==> src/rtl/program_encoder_pkg.sv <==
// Shared constants for the RV32I program encoder:
// instruction classes, opcodes, funct fields and the NOP word.
package program_encoder_pkg;

    localparam logic [3:0] CLS_R     = 4'd0;
    localparam logic [3:0] CLS_I     = 4'd1;
    localparam logic [3:0] CLS_LW    = 4'd2;
    localparam logic [3:0] CLS_SW    = 4'd3;
    localparam logic [3:0] CLS_BR    = 4'd4;
    localparam logic [3:0] CLS_JAL   = 4'd5;
    localparam logic [3:0] CLS_JALR  = 4'd6;
    localparam logic [3:0] CLS_LUI   = 4'd7;
    localparam logic [3:0] CLS_AUIPC = 4'd8;

    localparam logic [6:0] OP_R      = 7'b0110011;
    localparam logic [6:0] OP_I      = 7'b0010011;
    localparam logic [6:0] OP_LOAD   = 7'b0000011;
    localparam logic [6:0] OP_STORE  = 7'b0100011;
    localparam logic [6:0] OP_BRANCH = 7'b1100011;
    localparam logic [6:0] OP_JAL    = 7'b1101111;
    localparam logic [6:0] OP_JALR   = 7'b1100111;
    localparam logic [6:0] OP_LUI    = 7'b0110111;
    localparam logic [6:0] OP_AUIPC  = 7'b0010111;

    localparam logic [2:0] F3_ADD  = 3'b000;
    localparam logic [2:0] F3_SLL  = 3'b001;
    localparam logic [2:0] F3_W    = 3'b010;
    localparam logic [2:0] F3_BLT  = 3'b100;
    localparam logic [2:0] F3_SR   = 3'b101;
    localparam logic [2:0] F3_BGE  = 3'b101;
    localparam logic [2:0] F3_JALR = 3'b000;

    localparam logic [6:0]  F7_ALT = 7'b0100000;
    localparam logic [31:0] NOP    = 32'h0000_0013;

    typedef enum logic [1:0] {
        S_IDLE,
        S_LOAD,
        S_DRAIN
    } state_e;

endpackage

==> src/rtl/program_encoder_fifo.sv <==
// Two-entry synchronous FIFO between the encoder and the
// instruction-memory write port.
module sync_fifo2 #(
    parameter int DW = 32
) (
    input  logic          clk,
    input  logic          reset,
    input  logic          push_i,
    input  logic          pop_i,
    input  logic [DW-1:0] din_i,
    output logic [DW-1:0] dout_o,
    output logic          full_o,
    output logic          empty_o
);

    logic [DW-1:0] mem_q [2];
    logic          wp_q;
    logic          rp_q;
    logic [1:0]    cnt_q;
    logic          do_push;
    logic          do_pop;

    assign full_o  = (cnt_q == 2'd2);
    assign empty_o = (cnt_q == 2'd0);
    assign do_push = push_i && !full_o;
    assign do_pop  = pop_i && !empty_o;
    assign dout_o  = mem_q[rp_q];

    always_ff @(posedge clk) begin
        if (reset) begin
            mem_q[0] <= '0;
            mem_q[1] <= '0;
            wp_q     <= 1'b0;
            rp_q     <= 1'b0;
            cnt_q    <= 2'd0;
        end else begin
            if (do_push) begin
                mem_q[wp_q] <= din_i;
                wp_q        <= !wp_q;
            end
            if (do_pop) begin
                rp_q <= !rp_q;
            end
            cnt_q <= cnt_q + {1'b0, do_push} - {1'b0, do_pop};
        end
    end

endmodule

==> src/rtl/program_encoder.sv <==
// RV32I program encoder: packs instruction fields into words and
// streams them to instruction memory through a 2-deep FIFO.
module program_encoder
    import program_encoder_pkg::*;
#(
    parameter int AW = 8
) (
    input  logic          clk,
    input  logic          reset,
    input  logic          start,
    input  logic          in_valid,
    output logic          in_ready,
    input  logic [3:0]    in_cls,
    input  logic [2:0]    in_funct3,
    input  logic          in_alt,
    input  logic [4:0]    in_rd,
    input  logic [4:0]    in_rs1,
    input  logic [4:0]    in_rs2,
    input  logic [31:0]   in_imm,
    input  logic          in_last,
    output logic          wr_valid,
    input  logic          wr_ready,
    output logic [AW-1:0] wr_addr,
    output logic [31:0]   wr_data,
    output logic          done,
    output logic          err,
    output logic [AW:0]   count
);

    localparam logic [AW:0] CNT_MAX = {1'b1, {AW{1'b0}}};

    state_e         state_q, state_d;
    logic [AW-1:0]  addr_q, addr_d;
    logic [AW:0]    count_q, count_d;
    logic           err_q, err_d;

    logic [31:0]    enc_word;
    logic           enc_ill;
    logic [6:0]     alt_f7;
    logic           shift_f3;
    logic           push;
    logic           pop;
    logic           full;
    logic           empty;

    // Handshakes are masked while reset is held so nothing moves that cycle.
    assign in_ready = !reset && (state_q == S_LOAD) && !full;
    assign push     = in_valid && in_ready;
    assign wr_valid = !reset && !empty;
    assign pop      = wr_valid && wr_ready;
    assign wr_addr  = addr_q;
    assign count    = count_q;
    assign err      = err_q;

    always_comb begin
        enc_ill  = 1'b0;
        enc_word = NOP;
        alt_f7   = in_alt ? F7_ALT : 7'd0;
        shift_f3 = (in_funct3 == F3_SLL) || (in_funct3 == F3_SR);
        unique case (in_cls)
            CLS_R: enc_word = {
                (in_funct3 == F3_ADD || in_funct3 == F3_SR) ? alt_f7 : 7'd0,
                in_rs2, in_rs1, in_funct3, in_rd, OP_R};
            CLS_I: enc_word = {
                shift_f3 ? {alt_f7, in_imm[4:0]} : in_imm[11:0],
                in_rs1, in_funct3, in_rd, OP_I};
            CLS_LW: enc_word = {
                in_imm[11:0], in_rs1, F3_W, in_rd, OP_LOAD};
            CLS_SW: enc_word = {
                in_imm[11:5], in_rs2, in_rs1, F3_W,
                in_imm[4:0], OP_STORE};
            CLS_BR: begin
                if (in_funct3 == F3_BLT || in_funct3 == F3_BGE) begin
                    enc_word = {
                        in_imm[12], in_imm[10:5], in_rs2, in_rs1,
                        in_funct3, in_imm[4:1], in_imm[11], OP_BRANCH};
                end else begin
                    enc_ill = 1'b1;
                end
            end
            CLS_JAL: enc_word = {
                in_imm[20], in_imm[10:1], in_imm[11],
                in_imm[19:12], in_rd, OP_JAL};
            CLS_JALR: enc_word = {
                in_imm[11:0], in_rs1, F3_JALR, in_rd, OP_JALR};
            CLS_LUI:   enc_word = {in_imm[31:12], in_rd, OP_LUI};
            CLS_AUIPC: enc_word = {in_imm[31:12], in_rd, OP_AUIPC};
            default:   enc_ill = 1'b1;
        endcase
    end

    always_comb begin
        state_d = state_q;
        addr_d  = addr_q;
        count_d = count_q;
        err_d   = err_q;
        done    = 1'b0;
        if (pop) begin
            addr_d = addr_q + 1'b1;
            if (count_q != CNT_MAX) begin
                count_d = count_q + 1'b1;
            end
        end
        if (push && enc_ill) begin
            err_d = 1'b1;
        end
        unique case (state_q)
            S_IDLE: begin
                if (start) begin
                    state_d = S_LOAD;
                    addr_d  = '0;
                    count_d = '0;
                    err_d   = 1'b0;
                end
            end
            S_LOAD: begin
                if (push && in_last) begin
                    state_d = S_DRAIN;
                end
            end
            S_DRAIN: begin
                if (empty) begin
                    state_d = S_IDLE;
                    done    = !reset;
                end
            end
            default: state_d = S_IDLE;
        endcase
    end

    always_ff @(posedge clk) begin
        if (reset) begin
            state_q <= S_IDLE;
            addr_q  <= '0;
            count_q <= '0;
            err_q   <= 1'b0;
        end else begin
            state_q <= state_d;
            addr_q  <= addr_d;
            count_q <= count_d;
            err_q   <= err_d;
        end
    end

    sync_fifo2 #(
        .DW(32)
    ) u_fifo (
        .clk     (clk),
        .reset   (reset),
        .push_i  (push),
        .pop_i   (pop),
        .din_i   (enc_word),
        .dout_o  (wr_data),
        .full_o  (full),
        .empty_o (empty)
    );

endmodule
==> config.mk <==
export PLATFORM = sky130hd
export DESIGN_NAME = program_encoder
export DESIGN_NICKNAME = d
export VERILOG_FILES = /design/src/rtl/program_encoder_pkg.sv /design/src/rtl/program_encoder_fifo.sv /design/src/rtl/program_encoder.sv
export SDC_FILE = /design/constraint.sdc
export NUM_CORES = 1
export LEC_CHECK = 0
export CELL_PAD_IN_SITES_DETAIL_PLACEMENT = 1
export CELL_PAD_IN_SITES_GLOBAL_PLACEMENT = 1
export CORE_MARGIN = 2
export CORE_UTILIZATION = 25
export DETAILED_ROUTE_END_ITERATION = 16
export GPL_ROUTABILITY_DRIVEN = 0
export GPL_TIMING_DRIVEN = 1
export HOLD_SLACK_MARGIN = 0.05
export MAX_ROUTING_LAYER = met4
export PLACE_DENSITY_LB_ADDON = 0.1
export SLEW_MARGIN = 20
export SYNTH_ARGS = -nofsm -noshare
export SYNTH_HDL_FRONTEND = slang
export SYNTH_SLANG_ARGS = --single-unit
export TNS_END_PERCENT = 50
==> constraint.sdc <==
create_clock -name clk -period 2.2 [get_ports clk]
set_input_delay 0.33 -clock clk [delete_from_list [all_inputs] [get_ports clk]]
set_output_delay 0.33 -clock clk [all_outputs]
set_load 0.1 [all_outputs]
==> reports/results.ini <==
[pwr]
power.density_mw_per_mm2=661.4
peakVddDrop_v=0.0003629
power_uw=4588
p_leak_uw=0.002530

[sta]
drv_slew=0
maxSlewHeadroom_pct=59.70
min_period_over_period_pct=89.20
finalSetupViolations=0
fin_worst_skew_ps=7.576
rsz0062_at_grt=no
worstMarginPinSlew_ps=599.9
max_clock_freq_mhz=509.6
min_period_ps=1963
hold_violations=0

[worst_setup_path]
reg2reg_to=u_fifo.mem_q[1][9]
worst-setup-path-type=in2out
cp.arrival_ps=1630
reg2reg_depth=5
cp-start-kind=primary input
cp-end-kind=primary output
critPathMaxFanout=12
reg2reg_slack_ps=360
cp.required_ps=1870
rr_startpoint=u_fifo.cnt_q[0]

[clock_tree]
root_buffer=clkbuf_16
cts_hold_buffers=0
cts_setup_buffers=0
clock_latency_ps=350
clk_pin_slew_ps=60
htree_levels=3
ctsLongestPathBuffers=2
tritoncts=done
clock_sink_count=87
post_cts_resized=0
cts_made_buffers=9

[finish]
antennaDiodeCount=0
drive_gt1_share_pct=28.73
final_cell_mix=clkdlybuf4s50_1 (60), edfxtp_1 (60), buf_4 (53)
fin_util_pct=38.75
nNetsFinal=618
syn_to_final_growth_pct=52.69

[place]
dp_hpwl_mm=10.54
io_buffers=113

[floorplan]
dieArea_mm2=0.01927
die_w_um=138.8
die_h_um=138.8
pin_count=114
core_area_mm2=0.01790
start_util_pct=25.38
fp-row-count=49

[routing]
dr.pass1.iters=5
num_vias=3829
vias_per_cell=4.872
post-route-drc-count=0
post_drt_wl_per_cell_um=17.96
drt_wl_total_mm=14.12
drtAntennaViolNets=0
drt_iter0_drc=139

[logic_synthesis]
async_flop_share_pct=0
ys_types=66
ys_ff_latch=87
yosysWarnings=0
syn_avg_cell_area_um2=11.19
syn-num-nets=472
syn_area_mm2=0.004543
yosysSeqAreaShare_pct=51.56
synth_ff_type=edfxtp_1
syn_inst=406
synth_edf_count=60

[worst_hold_path]
min_to=err
min-delay-start=err
holdPathStages=2
hold_class=reg2reg

[global_route]
overflow=0
grt_max_degree=33
grt_pass1_wl_mm=22.74
globalRouteTotalUtil_pct=15.54
grt_pass1_vias=4143
antenna_found_initial=0

[flow_run]
drv_cap=0

[run_status]
outcome=finished clean

-- worst max path at each step --
stage	startpoint	to	slack, ps	cells after the start
final	reset	done	240	5
after detailed placement	in_cls[0]	u_fifo.mem_q[1][9]	-50	6
after global routing	reset	done	140	5
after global placement	in_cls[3]	u_fifo.mem_q[0][24]	-40	5
after CTS	reset	done	210	5
after floorplan	register	wr_data[1]	-80	4
-- critical path: stages --
cell             delay [ps]
clkdlybuf4s50_1         420
buf_4                   140
buf_4                   180
nor4_4                  350
buf_12                  220
-- where the power goes --
| part | leakage, uW | switching, uW | internal (uW) |
|---|---|---|---|
| Combinational | 0.00154 | 664 | 449 |
| Clock | 0.000152 | 644 | 998 |
| Sequential | 0.000841 | 25.6 | 1810 |
| Total | 0.00253 | 1330 | 3250 |
-- cells by family (layout without fill, tap and decap cells) --
logic type,count (synthesis),in the layout,share of synthesized area [%]
AO/OA/AOI/OAI,101,101,16.44
XOR/XNOR,19,19,3.663
adder cells (fa/ha/maj),5,5,1.377
buffers and inverters,35,186,3.745
flip-flops,87,87,51.56
multiplexers,31,31,7.656
AND/OR/NAND/NOR,128,128,15.56
-- flip-flops by register name (all words and copies together) (netlist names), named ones only --
name,flops
u_fifo.mem_q,62
count,9
wr_addr,8
state_q,2
u_fifo.cnt_q,2
err,1
u_fifo.rp_q,1
u_fifo.wp_q,1
-- Yosys cell counts (3+ instances only) --
cell	count	share of area (%)
inv_1	11	0.91
nor3_1	12	1.3
edfxtp_1	60	40
xnor2_1	11	2.1
nand3b_1	3	0.50
xor2_1	8	1.5
o21ai_1	6	0.66
nand2b_1	6	0.83
o21ai_0	10	1.1
nand2_2	3	0.41
clkbuf_1	7	0.58
a32o_1	18	4.0
buf_1	4	0.33
nor2_1	38	3.1
nor2b_1	5	0.69
mux2_2	30	7.4
dfxtp_1	27	12
a21oi_1	34	3.7
buf_6	3	0.74
nor4_1	5	0.69
and3_1	3	0.41
nand4_1	7	0.96
a22oi_1	7	1.2
ha_1	5	1.4
buf_2	7	0.77
nand2_1	13	1.1
a211oi_1	3	0.50
nand3_1	13	1.4
-- metrics by stage --
step | TNS, ps | area [um2] | instances | hold WS, ps | worst slack (ps)
after global placement | -184.2 | 6623 | 770 | 443.7 | -36.06
after global routing | 0 | 6937 | 786 | 474.5 | 142.5
after CTS | 0 | 6937 | 786 | 459.0 | 213.2
after floorplan | -79.62 | 4562 | 406 | 401.6 | -79.62
final | 0 | 6937 | 786 | 451.0 | 237.5
after detailed placement | -496.4 | 6623 | 770 | 447.9 | -51.52
-- final cells by class --
cell class	count	area, um2
Sequential cell	87	2342
Clock inverter	5	81.33
Fill cell	1927	10970
Timing Repair Buffer	158	1899
Clock buffer	11	232.7
Tap cell	229	286.5
Inverter	12	45.04
Multi-Input combinational cell	284	2049
-- per-layer routing --
metal / routed length (um) / global-route usage (%) / vias to the layer above
met3: 631 / 2.970 / 12
met2: 6928 / 25.54 / 97
met5: 0 / - / -
li1: - / - / 1846
met1: 6347 / 19.14 / 1874
met4: 210 / 5.582 / 0
Power figures use the tool's default switching activity.
